## config.mk

```make
export PLATFORM = sky130hd
export DESIGN_NAME = pixel_write_queue
export DESIGN_NICKNAME = d
export VERILOG_FILES = /design/src/rtl/pixel_write_queue.sv
export SDC_FILE = /design/constraint.sdc
export NUM_CORES = 1
export LEC_CHECK = 0
export ABC_CLOCK_PERIOD_IN_PS = 11900
export CORE_MARGIN = 4
export CORE_UTILIZATION = 25
export CTS_BUF_LIST = sky130_fd_sc_hd__clkbuf_16
export CTS_CLUSTER_SIZE = 24
export DETAILED_ROUTE_END_ITERATION = 7
export DONT_BUFFER_PORTS = 1
export GPL_ROUTABILITY_DRIVEN = 0
export PLACE_DENSITY_LB_ADDON = 0.1
export SETUP_SLACK_MARGIN = 0.2
export SYNTH_ARGS = -nofsm -noshare
export SYNTH_HDL_FRONTEND = slang
export SYNTH_SLANG_ARGS = --single-unit
```

## constraint.sdc

```tcl
create_clock -name clk -period 11.9 [get_ports clk]
set_input_delay 0.595 -clock clk [delete_from_list [all_inputs] [get_ports clk]]
set_output_delay 0.595 -clock clk [all_outputs]
set_load 0.03 [all_outputs]
```

## src/rtl/pixel_write_queue.sv

```systemverilog
// pixel_write_queue
// Buffers (x, y, colour) pixel strobes from the rectangle drawer in a small
// FIFO, converts each pixel to a linear framebuffer address and issues one
// write per pixel over a req/ack handshake (fb_we held until fb_ack).
// The drawer cannot be stalled, so pixels arriving into a full FIFO are
// dropped and the sticky overflow flag is raised.
//
// Optional feature macro: PIXEL_CLIP_EN
//   defined   - pixels outside SCREEN_W x SCREEN_H are silently discarded
//   undefined - every pixel is queued; the address simply wraps to 16 bits

module pixel_write_queue #(
  parameter int DEPTH    = 8,
  parameter int SCREEN_W = 160,
  parameter int SCREEN_H = 120
) (
  input  logic                     clk,
  input  logic                     rst,
  input  logic                     pixel_valid,
  input  logic [7:0]               x_in,
  input  logic [7:0]               y_in,
  input  logic [1:0]               color_in,
  input  logic                     clear_ovf,
  output logic                     fb_we,
  output logic [15:0]              fb_addr,
  output logic [1:0]               fb_data,
  input  logic                     fb_ack,
  output logic [$clog2(DEPTH):0]   fifo_count,
  output logic                     overflow,
  output logic                     idle
);

  localparam int AW = $clog2(DEPTH);
  localparam int CW = AW + 1;
  localparam int EW = 18;  // {x[7:0], y[7:0], color[1:0]}
  localparam logic [CW-1:0] DEPTH_C = CW'(DEPTH);

  // Parameter sanity: the FIFO pointers wrap naturally only for powers of two,
  // and the whole screen must be addressable with 16 bits.
  if (DEPTH < 2 || (DEPTH & (DEPTH - 1)) != 0) begin : g_bad_depth
    $error("pixel_write_queue: DEPTH must be a power of 2 and at least 2");
  end
  if (SCREEN_W * SCREEN_H > 65536) begin : g_bad_screen
    $error("pixel_write_queue: screen does not fit a 16-bit address space");
  end

  typedef enum logic [1:0] {
    ST_IDLE  = 2'b00,
    ST_ISSUE = 2'b01
  } state_e;

  // Linear framebuffer address; the multiply is by a constant and the
  // result intentionally wraps at 16 bits.
  function automatic logic [15:0] lin_addr(input logic [7:0] x, input logic [7:0] y);
    lin_addr = 16'(y) * 16'(SCREEN_W) + 16'(x);
  endfunction

  logic [EW-1:0]  mem_r [DEPTH];
  logic [AW-1:0]  wr_ptr_r;
  logic [AW-1:0]  rd_ptr_r;
  logic [CW-1:0]  count_r;
  state_e         state_r;
  logic           fb_we_r;
  logic [15:0]    fb_addr_r;
  logic [1:0]     fb_data_r;
  logic           overflow_r;

  logic           empty_s;
  logic           full_s;
  logic           clip_ok_s;
  logic           push_req_s;
  logic           push_s;
  logic           drop_s;
  logic           load_s;
  logic [EW-1:0]  head_s;

  // Clip check: decides whether a strobed pixel is eligible for the FIFO.
  always_comb begin
    clip_ok_s = 1'b1;
`ifdef PIXEL_CLIP_EN
    if ((16'(x_in) < 16'(SCREEN_W)) && (16'(y_in) < 16'(SCREEN_H))) begin
      clip_ok_s = 1'b1;
    end else begin
      clip_ok_s = 1'b0;
    end
`else
    clip_ok_s = 1'b1;
`endif
  end

  // Push / pop decisions; a full FIFO still accepts a pixel when the head
  // leaves for the output stage on the same edge.
  always_comb begin
    empty_s    = (count_r == {CW{1'b0}});
    full_s     = (count_r == DEPTH_C);
    head_s     = mem_r[rd_ptr_r];
    push_req_s = pixel_valid & clip_ok_s;
    load_s     = 1'b0;
    if (!empty_s) begin
      if (state_r == ST_IDLE) begin
        load_s = 1'b1;
      end else if (state_r == ST_ISSUE && fb_ack) begin
        load_s = 1'b1;
      end else begin
        load_s = 1'b0;
      end
    end else begin
      load_s = 1'b0;
    end
    push_s = push_req_s & (~full_s | load_s);
    drop_s = push_req_s & full_s & ~load_s;
  end

  // FIFO storage; contents need no reset because only counted entries are read.
  always_ff @(posedge clk) begin
    if (push_s && !rst) begin
      mem_r[wr_ptr_r] <= {x_in, y_in, color_in};
    end
  end

  // FIFO pointers and occupancy count.
  always_ff @(posedge clk) begin
    if (rst) begin
      wr_ptr_r <= {AW{1'b0}};
      rd_ptr_r <= {AW{1'b0}};
      count_r  <= {CW{1'b0}};
    end else begin
      if (push_s) begin
        wr_ptr_r <= wr_ptr_r + AW'(1);
      end
      if (load_s) begin
        rd_ptr_r <= rd_ptr_r + AW'(1);
      end
      case ({push_s, load_s})
        2'b10:   count_r <= count_r + CW'(1);
        2'b01:   count_r <= count_r - CW'(1);
        default: count_r <= count_r;
      endcase
    end
  end

  // Write-issue FSM with registered request, address and data outputs.
  always_ff @(posedge clk) begin
    if (rst) begin
      state_r   <= ST_IDLE;
      fb_we_r   <= 1'b0;
      fb_addr_r <= 16'd0;
      fb_data_r <= 2'd0;
    end else begin
      case (state_r)
        ST_IDLE: begin
          if (load_s) begin
            state_r   <= ST_ISSUE;
            fb_we_r   <= 1'b1;
            fb_addr_r <= lin_addr(head_s[17:10], head_s[9:2]);
            fb_data_r <= head_s[1:0];
          end else begin
            state_r   <= ST_IDLE;
            fb_we_r   <= 1'b0;
          end
        end
        ST_ISSUE: begin
          if (fb_ack) begin
            if (load_s) begin
              state_r   <= ST_ISSUE;
              fb_we_r   <= 1'b1;
              fb_addr_r <= lin_addr(head_s[17:10], head_s[9:2]);
              fb_data_r <= head_s[1:0];
            end else begin
              state_r   <= ST_IDLE;
              fb_we_r   <= 1'b0;
            end
          end else begin
            state_r   <= ST_ISSUE;
            fb_we_r   <= 1'b1;
          end
        end
        default: begin
          state_r   <= ST_IDLE;
          fb_we_r   <= 1'b0;
        end
      endcase
    end
  end

  // Sticky overflow flag; a drop in the same cycle as a clear wins.
  always_ff @(posedge clk) begin
    if (rst) begin
      overflow_r <= 1'b0;
    end else if (drop_s) begin
      overflow_r <= 1'b1;
    end else if (clear_ovf) begin
      overflow_r <= 1'b0;
    end else begin
      overflow_r <= overflow_r;
    end
  end

  assign fb_we      = fb_we_r;
  assign fb_addr    = fb_addr_r;
  assign fb_data    = fb_data_r;
  assign fifo_count = count_r;
  assign overflow   = overflow_r;
  assign idle       = empty_s & ~fb_we_r;

endmodule

```

==> impl_metrics.yaml <==
routing:
  wl_per_cell_um: 18.93
  routed-wl-met2_mm: 7.459
  wl_mm: 15.73
  drcViolationCount: 0
  first_pass_iters: 4
  drt-met1-wl_mm: 7.348
  highest_layer: "met4"
  via_count: 3601
  routed_via_density: 4.333
  drtIter0Drc: 190
  antenna_left: 0
  dr_wl_met3_um: 762
pwr:
  swShare: 0.3488
  powerDensity_mw_per_mm2: 241.5
  p_sw_uw: 705.2
  peakVddDrop_mv: 0.1013
  seqPwrFrac: 0.393
  pwr-share-clk: 0.268
  p_leak_nw: 2.682
  p_int_mw: 1.317
  power_frac_comb: 0.339
synth:
  async_flop_share: 0
  synth_top_flop_cell: "edfxtp_1"
  synthTopCellsByCount: "edfxtp_1 (144), nor2_1 (46), dfxtp_1 (33)"
  avgSynthCellArea_sq_um: 17.28
  synth_edf_count: 144
  yosysWarningCount: 0
  synth_cell_type_count: 51
  synth.most_common_cell: "edfxtp_1"
  synth_top_cell_by_area: "edfxtp_1"
  synth_nets: 468
  synthTopCellsByArea: "edfxtp_1 (59%), mux4_2 (9.9%), dfxtp_1 (9.1%)"
  syn_area_sq_mm: 0.007293
  ys_seq_area_frac: 0.6835
  synth_top_area_share: 0.5929
  netlist_instances: 422
  ys_ff_latch: 177
critical_path:
  crit_chain: "buf_4, mux4_2, mux2i_1, inv_1, ha_1, ha_1, fa_1, xnor2_1, or3b_1, nor4_1, a221oi_1, nand2_1"
  criticalPathCategory: "reg -> reg"
  critPathArrivalTime_ns: 4.46
  reg2regPathDepth: 12
  required_ns: 12.27
  crit_top_cell: "ha_1"
  crit_path_end_kind: "flop"
  regToRegEndpoint: "fb_addr[15]"
  max_stage_delay_ns: 0.58
  setup.worst_path.end: "fb_addr[15]"
  r2r_slack_ns: 7.81
  critPathMaxFanout: 35
  cpMaxStageDelayCell: "buf_4"
  startpoint_type: "flop"
timing:
  slew_headroom: 0.4669
  worst_pin_slew_ns: 0.7977
  finalSetupViolCount: 0
  skew_ns: 0.01174
  grt_setup_unrepaired: "no"
  timing.hold.ws_ns: 0.2280
  final.period_utilization: 0.3440
  finalHoldViolCount: 0
  setup_ws_ns: 7.807
  max_freq_mhz: 244.3
  slew_violations: 0
  fin_crit_ns: 4.094
  fin_tns_setup_ns: 0
global_routing:
  grt_max_degree: 37
  grt_pass1_vias: 3897
  grt_pass1_wl_mm: 23.96
  grt_usage: 0.1036
  antenna_found_initial: 0
  grt-ovfl-total: 0
run:
  cap_viol_max_count: 0
final_layout:
  multi_input_area_sq_mm: 0.002246
  ff_latch_area_sq_mm: 0.004986
  layout.nets: 480
  finalNonFillerCells: 831
  antenna_cells: 0
  fillCellCount: 2839
  final_cell_area_sq_mm: 0.008373
  area_growth_syn_to_layout_pct: 14.81
  drive_above_1_share: 0.2148
clocking:
  clock-sinks: 177
  htreeDepth: 4
  insertion_delay_ns: 0.43
  cts_buffers: 17
  clock_path_buffers: 2
  root_buffer: "clkbuf_16"
  cts_tree: "built"
  cts_setup_buffers: 0
  clk_pin_slew_ns: 0.07
  hold_buffers: 0
  cts_resized: 0
placed_design:
  dp.cells: 799
  placed_area_sq_mm: 0.007802
  port_buffers: 0
  dpl_worst_slack_ns: 7.768
  dp_hpwl_mm: 9.516
die:
  fp-row-count: 62
  core_sq_mm: 0.02878
  die_y_um: 178.8
  die_area_sq_mm: 0.03197
  ioPinCount: 48
  initial_core_util: 0.2534
  die_w_um: 178.8
hold_path:
  hold_path_class: "in -> reg"
run_status:
  status: "complete, no violations"
[per-stage QoR]
step                  util  total power [mW]
finish              0.2909             2.022
global placement    0.2711             1.515
detailed placement  0.2711             1.513
CTS                 0.2909             2.064
global route        0.2909             2.163
floorplan                -             1.354
[how the worst min path moves through the flow]
stage	startpoint	endpoint	cells after the start
final	rst	overflow	1
after detailed placement	rd_ptr_r[2]	flop	2
after floorplan	rd_ptr_r[2]	flop	2
after global placement	rd_ptr_r[2]	rd_ptr_r[2]	2
after global routing	rst	fb_addr[8]	1
after CTS	rst	overflow	1
[logic make-up (layout without fill, tap and decap cells)]
logic type,Yosys count,after routing,synth area share
buffers and inverters,22,47,0.01441
AND/OR/NAND/NOR,86,86,0.05507
AO/OA/AOI/OAI,41,41,0.03997
adder cells (fa/ha/maj),23,23,0.04255
XOR/XNOR,15,15,0.01904
flip-flops,177,177,0.6835
multiplexers,58,58,0.1455
[power groups by stage]
| stage | Clock (mW) | Sequential [mW] | Combinational (mW) |
|---|---|---|---|
| floorplan | 0 | 0.798 | 0.556 |
| global placement | 0 | 0.809 | 0.706 |
| detailed placement | 0 | 0.810 | 0.703 |
| CTS | 0.560 | 0.796 | 0.707 |
| global route | 0.586 | 0.801 | 0.777 |
| finish | 0.543 | 0.794 | 0.685 |
[final cells by class]
type,count,share of cell area
Clock inverter,15,0.01733
Tap cell,384,0.05738
Clock buffer,17,0.05081
Multi-Input combinational cell,223,0.2682
Timing Repair Buffer,9,0.008069
Inverter,6,0.002690
Sequential cell,177,0.5955
[cell usage in the layout (no fill, tap or decap), types with 9 or more instances in the layout]
master	count
clkbuf_16	17
mux2i_1	13
buf_4	9
mux4_2	32
ha_1	20
edfxtp_1	144
dfxtp_1	32
a211oi_1	12
nand2_1	10
nor2_1	39
[sequential cells by signal (all words and copies together), names as in the netlist, named ones only]
signal      flops
wr_ptr_r        3
fb_addr        16
mem_r         144
fb_data         2
fb_we           1
fifo_count      4
overflow        1
rd_ptr_r        3
[critical path, delay by kind of cell (launching register included)]
| family | cells | cell delay (ns) |
|---|---|---|
| AOI/OAI and AO/OA | 1 | 0.17 |
| xor gates and xnor gates | 1 | 0.17 |
| adders and majority gates | 3 | 0.93 |
| buffers and inverters | 2 | 0.69 |
| DFF | 1 | 0.31 |
| muxes | 2 | 0.83 |
| and+or+nand+nor | 3 | 0.90 |
[routing by layer]
metal	GRT usage	vias to the layer above
li1	-	1680
met1	0.1364	1850
met2	0.1656	63
met3	0.02889	8
met4	0.03358	0
met5	0	-
(Power assumes the default switching activity.)
